File: src/rtl/l2_fetch_arbiter.sv
// Round-robin arbiter sharing one L2 fetch port between icache and dcache.
// One transaction in flight; IDLE -> WAIT (memReq held) -> RESPOND bubble -> IDLE.
module l2_fetch_arbiter #(
  parameter int PHYSICAL_ADDRESS_LENGTH = 56,
  parameter int CACHELINESIZE           = 64,
  parameter int CNTWIDTH                = 16
) (
  input  logic                               clk,
  input  logic                               rst_n,
  input  logic                               icReq,
  input  logic [PHYSICAL_ADDRESS_LENGTH-1:0] icAddress,
  output logic                               icDone,
  output logic [CACHELINESIZE-1:0]           icData,
  input  logic                               dcReq,
  input  logic [PHYSICAL_ADDRESS_LENGTH-1:0] dcAddress,
  output logic                               dcDone,
  output logic [CACHELINESIZE-1:0]           dcData,
  output logic                               memReq,
  output logic [PHYSICAL_ADDRESS_LENGTH-1:0] memAddress,
  input  logic                               memDone,
  input  logic [CACHELINESIZE-1:0]           memData,
  output logic                               owner,
  output logic [CNTWIDTH-1:0]                icGrants,
  output logic [CNTWIDTH-1:0]                dcGrants
);

  typedef enum logic [1:0] {IDLE, WAIT, RESPOND} state_e;

  localparam logic [CNTWIDTH-1:0] CNT_MAX = '1;

  state_e                             state_q, state_d;
  logic                               memReq_q, memReq_d;
  logic [PHYSICAL_ADDRESS_LENGTH-1:0] memAddress_q, memAddress_d;
  logic                               owner_q, owner_d;
  logic                               icDone_q, icDone_d, dcDone_q, dcDone_d;
  logic [CACHELINESIZE-1:0]           icData_q, icData_d, dcData_q, dcData_d;
  logic [CNTWIDTH-1:0]                icGrants_q, icGrants_d, dcGrants_q, dcGrants_d;
  logic                               grant_dc;

  // On a tie the previous grantee loses; a lone requester always wins.
  assign grant_dc = dcReq & (~icReq | ~owner_q);

  always_comb begin
    state_d      = state_q;
    memReq_d     = memReq_q;
    memAddress_d = memAddress_q;
    owner_d      = owner_q;
    icDone_d     = 1'b0;
    dcDone_d     = 1'b0;
    icData_d     = icData_q;
    dcData_d     = dcData_q;
    icGrants_d   = icGrants_q;
    dcGrants_d   = dcGrants_q;
    case (state_q)
      IDLE: begin
        if (icReq | dcReq) begin
          owner_d      = grant_dc;
          memAddress_d = grant_dc ? dcAddress : icAddress;
          memReq_d     = 1'b1;
          state_d      = WAIT;
          if (grant_dc) begin
            if (dcGrants_q != CNT_MAX) dcGrants_d = dcGrants_q + CNTWIDTH'(1);
          end else begin
            if (icGrants_q != CNT_MAX) icGrants_d = icGrants_q + CNTWIDTH'(1);
          end
        end
      end
      WAIT: begin
        if (memDone) begin
          memReq_d = 1'b0;
          state_d  = RESPOND;
          if (owner_q) begin
            dcData_d = memData;
            dcDone_d = 1'b1;
          end else begin
            icData_d = memData;
            icDone_d = 1'b1;
          end
        end
      end
      // Gives the requester a cycle to drop its level request after Done.
      RESPOND: state_d = IDLE;
      default: state_d = IDLE;
    endcase
  end

  always_ff @(posedge clk or negedge rst_n) begin
    if (!rst_n) begin
      state_q      <= IDLE;
      memReq_q     <= 1'b0;
      memAddress_q <= '0;
      owner_q      <= 1'b1;
      icDone_q     <= 1'b0;
      dcDone_q     <= 1'b0;
      icData_q     <= '0;
      dcData_q     <= '0;
      icGrants_q   <= '0;
      dcGrants_q   <= '0;
    end else begin
      state_q      <= state_d;
      memReq_q     <= memReq_d;
      memAddress_q <= memAddress_d;
      owner_q      <= owner_d;
      icDone_q     <= icDone_d;
      dcDone_q     <= dcDone_d;
      icData_q     <= icData_d;
      dcData_q     <= dcData_d;
      icGrants_q   <= icGrants_d;
      dcGrants_q   <= dcGrants_d;
    end
  end

  assign memReq     = memReq_q;
  assign memAddress = memAddress_q;
  assign owner      = owner_q;
  assign icDone     = icDone_q;
  assign dcDone     = dcDone_q;
  assign icData     = icData_q;
  assign dcData     = dcData_q;
  assign icGrants   = icGrants_q;
  assign dcGrants   = dcGrants_q;

endmodule
File: config.mk
export PLATFORM = sky130hd
export DESIGN_NAME = l2_fetch_arbiter
export DESIGN_NICKNAME = d
export VERILOG_FILES = /design/src/rtl/l2_fetch_arbiter.sv
export SDC_FILE = /design/constraint.sdc
export NUM_CORES = 1
export LEC_CHECK = 0
export BUFFER_PORTS_ARGS = -buffer_cell sky130_fd_sc_hd__buf_2
export CAP_MARGIN = 20
export CORE_AREA = 2 2 155 157
export CTS_CLUSTER_DIAMETER = 30
export DETAILED_ROUTE_END_ITERATION = 8
export DIE_AREA = 0 0 157 159
export HOLD_SLACK_MARGIN = 0.06
export PLACE_DENSITY = 0.71
export SLEW_MARGIN = 20
export SYNTH_ARGS = -nofsm -noshare
export SYNTH_HDL_FRONTEND = slang
export SYNTH_SLANG_ARGS = --single-unit
File: constraint.sdc
create_clock -name clk -period 3.9 [get_ports clk]
set_input_delay 0.39 -clock clk [delete_from_list [all_inputs] [get_ports clk]]
set_output_delay 0.39 -clock clk [all_outputs]
set_load 0.05 [all_outputs]
==> reports/metrics.csv <==
metric;value;unit
All-Layer GR Usage;19.9;%
Starting DRT DRC Count;542;
ys async rst share;100;%
largest net degree at the start of global routing;126;
Root Buffer;clkbuf_16;
Finished Layout Cells;1418;
clk slew on worst S/H paths;0.05;ns
syn avg cell area;14.3;µm²
R2R Setup Slk;1.70;ns
ANT cells;0;
Peak VDD IR;0.808;mV
GPL Wtd Cong;0.837;
Setup Buffers After CTS;0;
vias in the first global route;7336;
Die Wd;157;µm
crit path DAT;2.60;ns
CP Data Required Time;4.29;ns
starting density of the core;39.5;%
DRC;0;
Final Hold Fails;0;
leakage;0.00693;µW
min setup slack post-route;1.70;ns
R2R Path Start;state_q[1];
fill cell count;1889;
Slew Limit Fails;0;
Max clock buf depth;3;
Final Skew;0.0170;ns
die area;25000;µm²
setup violators final;0;
hold path start;dcAddress[55];
IO Pins;401;
drt pass-1 iters;8;
final setup TNS;0;ns
CP Launch Type;flop;
die height;159;µm
Syn. warnings;0;
power per cell area;1160;nW/µm²
post-layout net count;1244;
RSZ-0062 raised after global routing;false;
layout cell share with drive strength beyond 1;57.9;%
Worst Hold Class;primary input to flop;
vias;7041;
htree depth;2;
Congestion Overflow GR;0;
Gate Count Post-Synth;640;
TritonCTS buffer count;46;
Placed Cells;1331;
part of the Yosys area used for sequential elements;60.7;%
CP max FO;43;
syn_nets;823;
status;completed;
Slew @ Worst Pin;0.942;ns
remaining antenna violation count;0;
worst slack at placement;1.65;ns
fmax;454;MHz
Setup CP Type;flop to flop;
Area Growth Syn to Fin;43.6;%
half-perimeter wire length after placement;17.9;mm
Critical Path Source;state_q[1];
synthesized cell area;9160;µm²
Cell Rows;56;
CP endpoint kind;flop;
first-pass GRT wire length;39.3;mm
clock sink count;222;
CTS tree;built;
Slew headroom;37.2;%
Vias per Instance;4.97;
final critical path time including I/O delays and setup;2.20;ns
number of flops mapped to enable cells by yosys;0;
routed wire length per instance;17.8;µm
I/O Buffers;400;
Routed WL;25.3;mm
Synth Flop Type;dfrtp_1;
clk_lat worst skew;0.52;ns
Final Cycle Share;56.5;%
core area;23200;µm²
Max Cap Violations;0;
Yosys reg bits;222;
initial antenna violation count;2;
post-synthesis cell type count;45;
flip-flops by register name, indices dropped and copies added (netlist names):
name / cells
icGrants: 16
icData: 64
dcGrants: 16
owner: 1
state_q: 2
memAddress: 56
memReq: 1
dcData: 64
dcDone: 1
icDone: 1
cells in the mapped netlist (2+ instances only):
cell type  count  area, µm²
xnor2_1        9       78.8
o21ai_0        5       25.0
and3_1         6       37.5
nand4_1       16        100
mux2_2        83        935
xor2_1         9       78.8
dfrtp_1      221       5530
buf_4          2       15.0
a41oi_1        2       17.5
a21oi_1        4       20.0
and4_1         4       35.0
inv_1         60        225
nor4_1         5       31.3
nor3_1         5       25.0
buf_6         11        124
nand2_1       14       52.6
a222oi_1      56        561
nand2b_1       3       18.8
mux2_4        49        736
nand3_1       10       50.1
nor2_1        11       41.3
buf_2         17       85.1
mux2_1         3       33.8
and2_1         4       25.0
a31oi_1        4       25.0
clkbuf_1       7       26.3
ha_1           2       25.0
power by group:
part	switching, µW	leakage (µW)	internal (µW)	total (µW)
clock	1230	0.000836	3000	4220
sequential	629	0.00271	3360	3980
combinational	5080	0.00339	1900	6980
timing repair:
action	CTS	global route
hold buffers	1	0
resized for setup	0	0
endpoints found under the hold margin	113	0
through the flow:
stage | util, % | hold WS [ns] | area (µm²) | total power (µW)
after floorplan | - | 0.0944 | 9160 | 9260
after global placement | 49.3 | 0.464 | 11400 | 10900
after detailed placement | 49.3 | 0.469 | 11400 | 11000
after CTS | 56.7 | 0.0901 | 13100 | 15300
after global routing | 56.7 | 0.0968 | 13100 | 15900
final | 56.7 | 0.108 | 13100 | 15200
area by class of cell:
| cell class | count | area, µm² | share of cell area, % |
|---|---|---|---|
| clock buffers | 60 | 1290 | 9.85 |
| flip-flops and latches | 222 | 5560 | 42.3 |
| inverters | 61 | 229 | 1.74 |
| well taps | 319 | 399 | 3.04 |
| repair buffers | 410 | 2100 | 16.0 |
| clock inverters | 26 | 414 | 3.15 |
| multi-input cells | 320 | 3150 | 24.0 |
worst paths after layout:
check	cells past startpoint	to
worst max-delay path	6	dcData[23]
worst min-delay path	3	memAddress[55]
worst max register to register	6	dcData[23]
min in group asynchronous	2	icData[45]
worst min register to register	2	memAddress[13]
max in group asynchronous	3	icGrants[10]
cell usage in the layout, fill, tap and decap left out, drive strengths merged:
cell / instances
nand2b: 3
nor3b: 1
a222oi: 56
nand3b: 1
a31oi: 4
and2: 4
nor2: 11
nand4: 17
inv: 63
dfstp: 1
xnor2: 9
a21boi: 1
and3: 6
nand3: 11
mux2: 135
nor3: 6
nor4: 6
o21ai: 6
a211oi: 1
xor2: 9
nand2: 14
nor4b: 1
mux2i: 1
or2: 2
bufinv: 10
ha: 2
clkbuf: 60
clkinvlp: 3
a41oi: 2
a311o: 1
clkinv: 11
buf: 409
a21oi: 4
and4bb: 1
dfrtp: 221
dlygate4sd3: 1
or3: 1
and4: 4
cells by family (layout without fill, tap and decap cells):
logic type,count (synthesis),after routing,share of synthesized area [%]
xor gates and xnor gates,18,18,1.72
AOI/OAI and AO/OA,75,75,7.46
adders and majority gates,2,2,0.273
and+or+nand+nor,89,89,5.90
DFF,222,222,60.7
muxes,136,136,18.7
buffers and inverters,98,557,5.23
per-layer routing:
metal  GRT usage, %  vias up  wire, µm
met2           33.1      354     12300
li1               -     3206         -
met3           6.07       56      2300
met4           8.47        2       919
met1           23.8     3423      9790
met5              0        -        13
worst max-delay path: stages (launching register included):
cell      delay [ns]
dfrtp_1         0.39
nand2b_1        0.15
or2_1           0.27
inv_2           0.10
nand2_4         0.38
buf_4           0.42
mux2_4          0.32
(Power assumes the default switching activity.)
